File: config.mk
export PLATFORM = sky130hd
export DESIGN_NAME = buzz_pattern_driver
export DESIGN_NICKNAME = d
export VERILOG_FILES = /design/src/rtl/buzz_pkg.sv /design/src/rtl/buzz_channel.sv /design/src/rtl/buzz_pattern_driver.sv
export SDC_FILE = /design/constraint.sdc
export NUM_CORES = 1
export LEC_CHECK = 0
export ABC_AREA = 1
export BUFFER_PORTS_ARGS = -buffer_cell sky130_fd_sc_hd__buf_2
export CORE_MARGIN = 5
export CORE_UTILIZATION = 60
export DETAILED_ROUTE_END_ITERATION = 10
export GPL_ROUTABILITY_DRIVEN = 0
export PLACE_DENSITY = 0.77
export RECOVER_POWER = 50
export SLEW_MARGIN = 20
export SYNTH_ARGS = -nofsm -noshare
export SYNTH_HDL_FRONTEND = slang
export SYNTH_SLANG_ARGS = --single-unit
File: constraint.sdc
create_clock -name clk -period 2.9 [get_ports clk]
set_clock_uncertainty 0.2 [all_clocks]
set_input_delay 0.58 -clock clk [delete_from_list [all_inputs] [get_ports clk]]
set_output_delay 0.58 -clock clk [all_outputs]
set_load 0.02 [all_outputs]
File: src/rtl/buzz_pkg.sv
// rtl/buzz_pkg.sv - shared level encodings and beat pattern masks for the buzzer driver
//
// Purpose: constants shared by buzz_pattern_driver and buzz_channel.
// Contents: level_e urgency codes, PHASE_W, PATTERN_MASK table, pattern_gate().

package buzz_pkg;

  // Beat phase counts 0..3; the pattern masks are 4 bits wide, one bit per phase.
  localparam int PHASE_W = 2;

  typedef enum logic [1:0] {
    LVL_OFF  = 2'd0,
    LVL_SLOW = 2'd1,
    LVL_FAST = 2'd2,
    LVL_CONT = 2'd3
  } level_e;

  // Row = level, bit = phase. Phase 0 is always the first beat of a pattern,
  // so every audible level starts with an ON beat.
  localparam logic [3:0][3:0] PATTERN_MASK = {
    4'b1111,  // LVL_CONT
    4'b0101,  // LVL_FAST
    4'b0001,  // LVL_SLOW
    4'b0000   // LVL_OFF
  };

  function automatic logic pattern_gate(input level_e lvl, input logic [PHASE_W-1:0] phase);
    return PATTERN_MASK[lvl][phase];
  endfunction

endpackage

File: src/rtl/buzz_channel.sv
// rtl/buzz_channel.sv - one buzzer channel: level capture, beat sequencer and output registers
//
// Purpose: gates the shared tone with the beat pattern selected by the urgency level.
// Ports:
//   clk_i, rst_ni   clock, asynchronous active-low reset
//   enable_i        low = hold sequencer at phase 0 and mute outputs
//   level_i [1:0]   urgency code for this channel
//   tone_i          shared square-wave tone (registered in the top)
//   active_o        registered pattern gate
//   buzzer_o        registered gate AND tone

module buzz_channel
  import buzz_pkg::*;
#(
  parameter int BEAT_CYCLES = 1000000,
  parameter int CNT_W       = 20
) (
  input  logic       clk_i,
  input  logic       rst_ni,
  input  logic       enable_i,
  input  logic [1:0] level_i,
  input  logic       tone_i,
  output logic       active_o,
  output logic       buzzer_o
);

  level_e               lvl_q;
  logic [CNT_W-1:0]     beat_q, beat_d;
  logic [PHASE_W-1:0]   phase_q, phase_d;
  logic                 active_q, buzzer_q;
  logic                 level_change;
  logic                 beat_tc;
  logic                 gate;

  always_comb begin
    level_change = (level_e'(level_i) != lvl_q);
    beat_tc      = (beat_q == CNT_W'(BEAT_CYCLES - 1));
    gate         = pattern_gate(lvl_q, phase_q);

    beat_d  = beat_q;
    phase_d = phase_q;
    if (!enable_i || level_change) begin
      // A new level (or a fresh enable) restarts the pattern with a full
      // phase-0 beat; this wins over a coincident terminal count.
      beat_d  = '0;
      phase_d = '0;
    end else if (beat_tc) begin
      beat_d  = '0;
      phase_d = phase_q + PHASE_W'(1);
    end else begin
      beat_d  = beat_q + CNT_W'(1);
    end
  end

  always_ff @(posedge clk_i or negedge rst_ni) begin
    if (!rst_ni) begin
      lvl_q    <= LVL_OFF;
      beat_q   <= '0;
      phase_q  <= '0;
      active_q <= 1'b0;
      buzzer_q <= 1'b0;
    end else begin
      // Level is tracked even while disabled so re-enable does not see a
      // spurious change.
      lvl_q    <= level_e'(level_i);
      beat_q   <= beat_d;
      phase_q  <= phase_d;
      active_q <= enable_i & gate;
      buzzer_q <= enable_i & gate & tone_i;
    end
  end

  assign active_o = active_q;
  assign buzzer_o = buzzer_q;

endmodule

File: src/rtl/buzz_pattern_driver.sv
// rtl/buzz_pattern_driver.sv - left/right urgency levels to registered piezo drive signals
//
// Purpose: shared tone generator plus two buzz_channel instances.
// Ports:
//   clk, rst_n                  clock, asynchronous active-low reset
//   enable                      high = drive buzzers, low = mute and restart patterns
//   left_level, right_level     2-bit urgency codes (0 silent .. 3 continuous)
//   left_buzzer, right_buzzer   registered piezo drive
//   left_active, right_active   registered pattern gate

module buzz_pattern_driver
  import buzz_pkg::*;
#(
  parameter int TONE_HALF   = 12500,
  parameter int BEAT_CYCLES = 1000000
) (
  input  logic       clk,
  input  logic       rst_n,
  input  logic       enable,
  input  logic [1:0] left_level,
  input  logic [1:0] right_level,
  output logic       left_buzzer,
  output logic       right_buzzer,
  output logic       left_active,
  output logic       right_active
);

  localparam int CNT_W = $clog2((TONE_HALF > BEAT_CYCLES) ? TONE_HALF : BEAT_CYCLES);

  logic [CNT_W-1:0] tone_cnt_q, tone_cnt_d;
  logic             tone_q, tone_d;

  always_comb begin
    tone_cnt_d = tone_cnt_q;
    tone_d     = tone_q;
    if (!enable) begin
      tone_cnt_d = '0;
      tone_d     = 1'b0;
    end else if (tone_cnt_q == CNT_W'(TONE_HALF - 1)) begin
      tone_cnt_d = '0;
      tone_d     = ~tone_q;
    end else begin
      tone_cnt_d = tone_cnt_q + CNT_W'(1);
    end
  end

  always_ff @(posedge clk or negedge rst_n) begin
    if (!rst_n) begin
      tone_cnt_q <= '0;
      tone_q     <= 1'b0;
    end else begin
      tone_cnt_q <= tone_cnt_d;
      tone_q     <= tone_d;
    end
  end

  buzz_channel #(
    .BEAT_CYCLES(BEAT_CYCLES),
    .CNT_W      (CNT_W)
  ) u_left (
    .clk_i   (clk),
    .rst_ni  (rst_n),
    .enable_i(enable),
    .level_i (left_level),
    .tone_i  (tone_q),
    .active_o(left_active),
    .buzzer_o(left_buzzer)
  );

  buzz_channel #(
    .BEAT_CYCLES(BEAT_CYCLES),
    .CNT_W      (CNT_W)
  ) u_right (
    .clk_i   (clk),
    .rst_ni  (rst_n),
    .enable_i(enable),
    .level_i (right_level),
    .tone_i  (tone_q),
    .active_o(right_active),
    .buzzer_o(right_buzzer)
  );

endmodule

==> results by group <==
Global route
  • Initial antenna violation count: 0
  • GRT overflow: 0
  • Global-route wire length before repair: 12960 µm
  • Vias in the first global route: 2935
  • Largest net degree at the start of global routing: 74
  • Total GRT Usage: 19.30%

Floorplanning
  • I/O pins: 11
  • Die Height: 90.05 µm
  • Die ar.: 8109 µm²
  • Placement Rows: 29
  • Core Area: 6277 µm²
  • Starting Density: 61.25%
  • Die W: 90.05 µm

Hold path
  • Min-delay worst type: in -> reg

Setup path
  • Worst reg2reg setup slack: 0.92 ns
  • CP startpoint kind: flop
  • Max stage delay on crit path: 0.37 ns
  • Slowest cell on crit path: dfrtp_1
  • Arr. time, crit path: 2.02 ns
  • Critical path required time: 2.94 ns
  • Crit path cell chain: ha_1 -> nand2_1 -> nor3_1 -> nand3_1 -> nand2_2 -> inv_2 -> nand2_1 -> nor2_1
  • Cell mode on critical path: nand2_1
  • Crit end category: flop
  • Worst-path maximum fanout: 13
  • Crit Path Category: reg -> reg

Layout
  • Layout cells sized above 1: 7.576%
  • Final Core Density: 66.95%
  • Ant. Diodes: 0
  • Synth-to-layout area growth: 9.307%
  • # nets final: 534

Power
  • Pwr dens: 503.5 nW/µm²
  • VDD IR-drop max: 0.0004349 V
  • Leakage: 1.855 nW

Synthesis
  • Share of the synthesized area in the top cell type: 47.51%
  • Asr flop ratio synth: 100.0%
  • FF+latch count, synth: 73
  • Post-synth EDFFs: 0
  • Primary FF master, synth: dfrtp_1
  • Synth Instances: 505
  • Yosys warns: 0
  • Synthesized Nets: 516
  • Synth unique cells: 25
  • Synth Cell Area: 3845 µm²
  • Synth top area cells: dfrtp_1 48%, nor2_1 13%, nand2_1 11%, xor2_1 5.9%, inv_1 5.2%
  • Largest area contributor in the netlist: dfrtp_1
  • Commonest cells post-synth: 129 x nor2_1, 117 x nand2_1, 73 x dfrtp_1, 53 x inv_1, 38 x nand3_1
  • Most common cell in the netlist: nor2_1
  • Sequential share of the synthesized area: 47.51%
  • Synth Area per Inst: 7.614 µm²

Routing
  • # DRC: 0
  • Starting DRC count in detailed routing: 166
  • Vias per inst: 5.236
  • Routed wire length: 7523 µm
  • Average wire per standard cell: 12.43 µm
  • Antenna Nets Post-Route: 0
  • First-pass detailed-route iteration total: 4
  • Vias post-DR: 3168

CTS
  • Clock-pin transition on the worst setup and hold timing paths: 0.07 ns
  • CTS H-tree depth: 3
  • CTS Buffer Depth: 2
  • Clock sink count: 73
  • Hold buffer count at CTS: 0
  • Worst-Skew Late Latency: 0.35 ns
  • Clk root buf: clkbuf_8
  • CTS Buf Count: 9
  • CTS tree: yes
  • Resize count post-CTS: 0
  • Post-CTS Setup Repair Bufs: 0

Place
  • Setup WS pre-CTS: 0.8427 ns
  • Port bufs: 10
  • Hpwl dp: 5459 µm

Outcome
  • Status: finished, violations left
  • Violated checks: capacitance limit, slew limit

STA
  • Setup_tns: 0 ns
  • RSZ-0062 raised after global routing: false
  • Setup ws final: 0.9151 ns
  • Finish-stage setup viols: 0
  • Hold Fails Final Rpt: 0
  • Hold Slack: 0.1845 ns
  • Worst-margin pin slew: 1.758 ns
  • Final max-slew violation count: 74
  • Rel. slew slack: -17.17%
  • Fmax achieved: 0.5038 GHz
  • Fin crit share: 68.45%
  • Tmin final: 1.985 ns

Run
  • Max-Cap Viols: 1
[cells in the final DEF (no fill, tap or decap), drive strengths merged, types with 8 or more instances in the layout]
cell,instances
nor3,16
nor2,138
xor2,26
nand2,119
dfrtp,73
a21oi,8
nand3,38
inv,55
clkbuf,15
xnor2,8
[registers in the layout (all words and copies together) (netlist names)]
name              cells
tone_cnt_q           20
u_left.beat_q        20
u_right.beat_q       20
u_left.lvl_q          2
u_left.phase_q        2
u_right.lvl_q         2
u_right.phase_q       2
tone_q                1
u_left.active_o       1
u_left.buzzer_o       1
u_right.active_o      1
u_right.buzzer_o      1
[critical path, delay by kind of cell, from the launching register on]
kind          cells  cell delay [ns]
simple gates      6             1.00
flops             1             0.37
fa+ha+maj         1             0.17
buf+inv           1             0.12
[metrics by stage]
step | total power, mW | cell area [µm²] | std cells
floorplan | 1.128 | 3845 | 505
global placement | 1.169 | 3968 | 589
detailed placement | 1.171 | 3968 | 589
CTS | 2.132 | 4210 | 605
global route | 2.187 | 4203 | 605
finish | 2.116 | 4203 | 605
[cells by family (layout without fill, tap and decap cells)]
kind of cell | after synthesis | after routing | share of synthesized area (%)
and+or+nand+nor | 321 | 321 | 35.08
DFF | 73 | 73 | 47.51
buffers and inverters | 59 | 82 | 6.280
xor gates and xnor gates | 34 | 34 | 7.745
AOI/OAI and AO/OA | 14 | 14 | 2.083
adders and majority gates | 4 | 4 | 1.302
[cell type report]
type	count	area, µm²
Tap cell	77	96.34
Sequential cell	73	1827
Timing Repair Buffer	10	45.04
Inverter	56	215.2
Clock buffer	10	137.6
Fill cell	544	2074
Multi-Input combinational cell	373	1777
Clock inverter	6	105.1
[where the power goes]
| part | total, mW | internal [mW] | switching [mW] |
|---|---|---|---|
| combinational | 0.0983 | 0.0256 | 0.0728 |
| sequential | 1.05 | 1.03 | 0.0145 |
| clock | 0.969 | 0.590 | 0.379 |
| total | 2.12 | 1.65 | 0.466 |
[worst paths after layout]
kind / start / end / depth (start not counted)
max: u_right.beat_q[0]$_DFF_PN0_ / u_right.beat_q[12]$_DFF_PN0_ / 8
min reg2reg: u_left.beat_q[0]$_DFF_PN0_ / u_left.beat_q[0]$_DFF_PN0_ / 1
max in group asynchronous: rst_n / tone_cnt_q[4]$_DFF_PN0_ / 1
min: left_level[0] / u_left.lvl_q[0]$_DFF_PN0_ / 1
max reg2reg: u_right.beat_q[0]$_DFF_PN0_ / u_right.beat_q[12]$_DFF_PN0_ / 8
min in group asynchronous: rst_n / u_left.beat_q[6]$_DFF_PN0_ / 1
[routing by layer]
metal	GRT usage [%]	routed length, µm	vias up	part of all wire (%)
met4	9.057	130	0	1.7
met2	29.82	3448	80	46
met1	26.69	3623	1476	48
li1	-	-	1599	-
met3	3.005	320	13	4.3
met5	0	0	-	0
No activity file was read; power rests on OpenSTA's default activity.
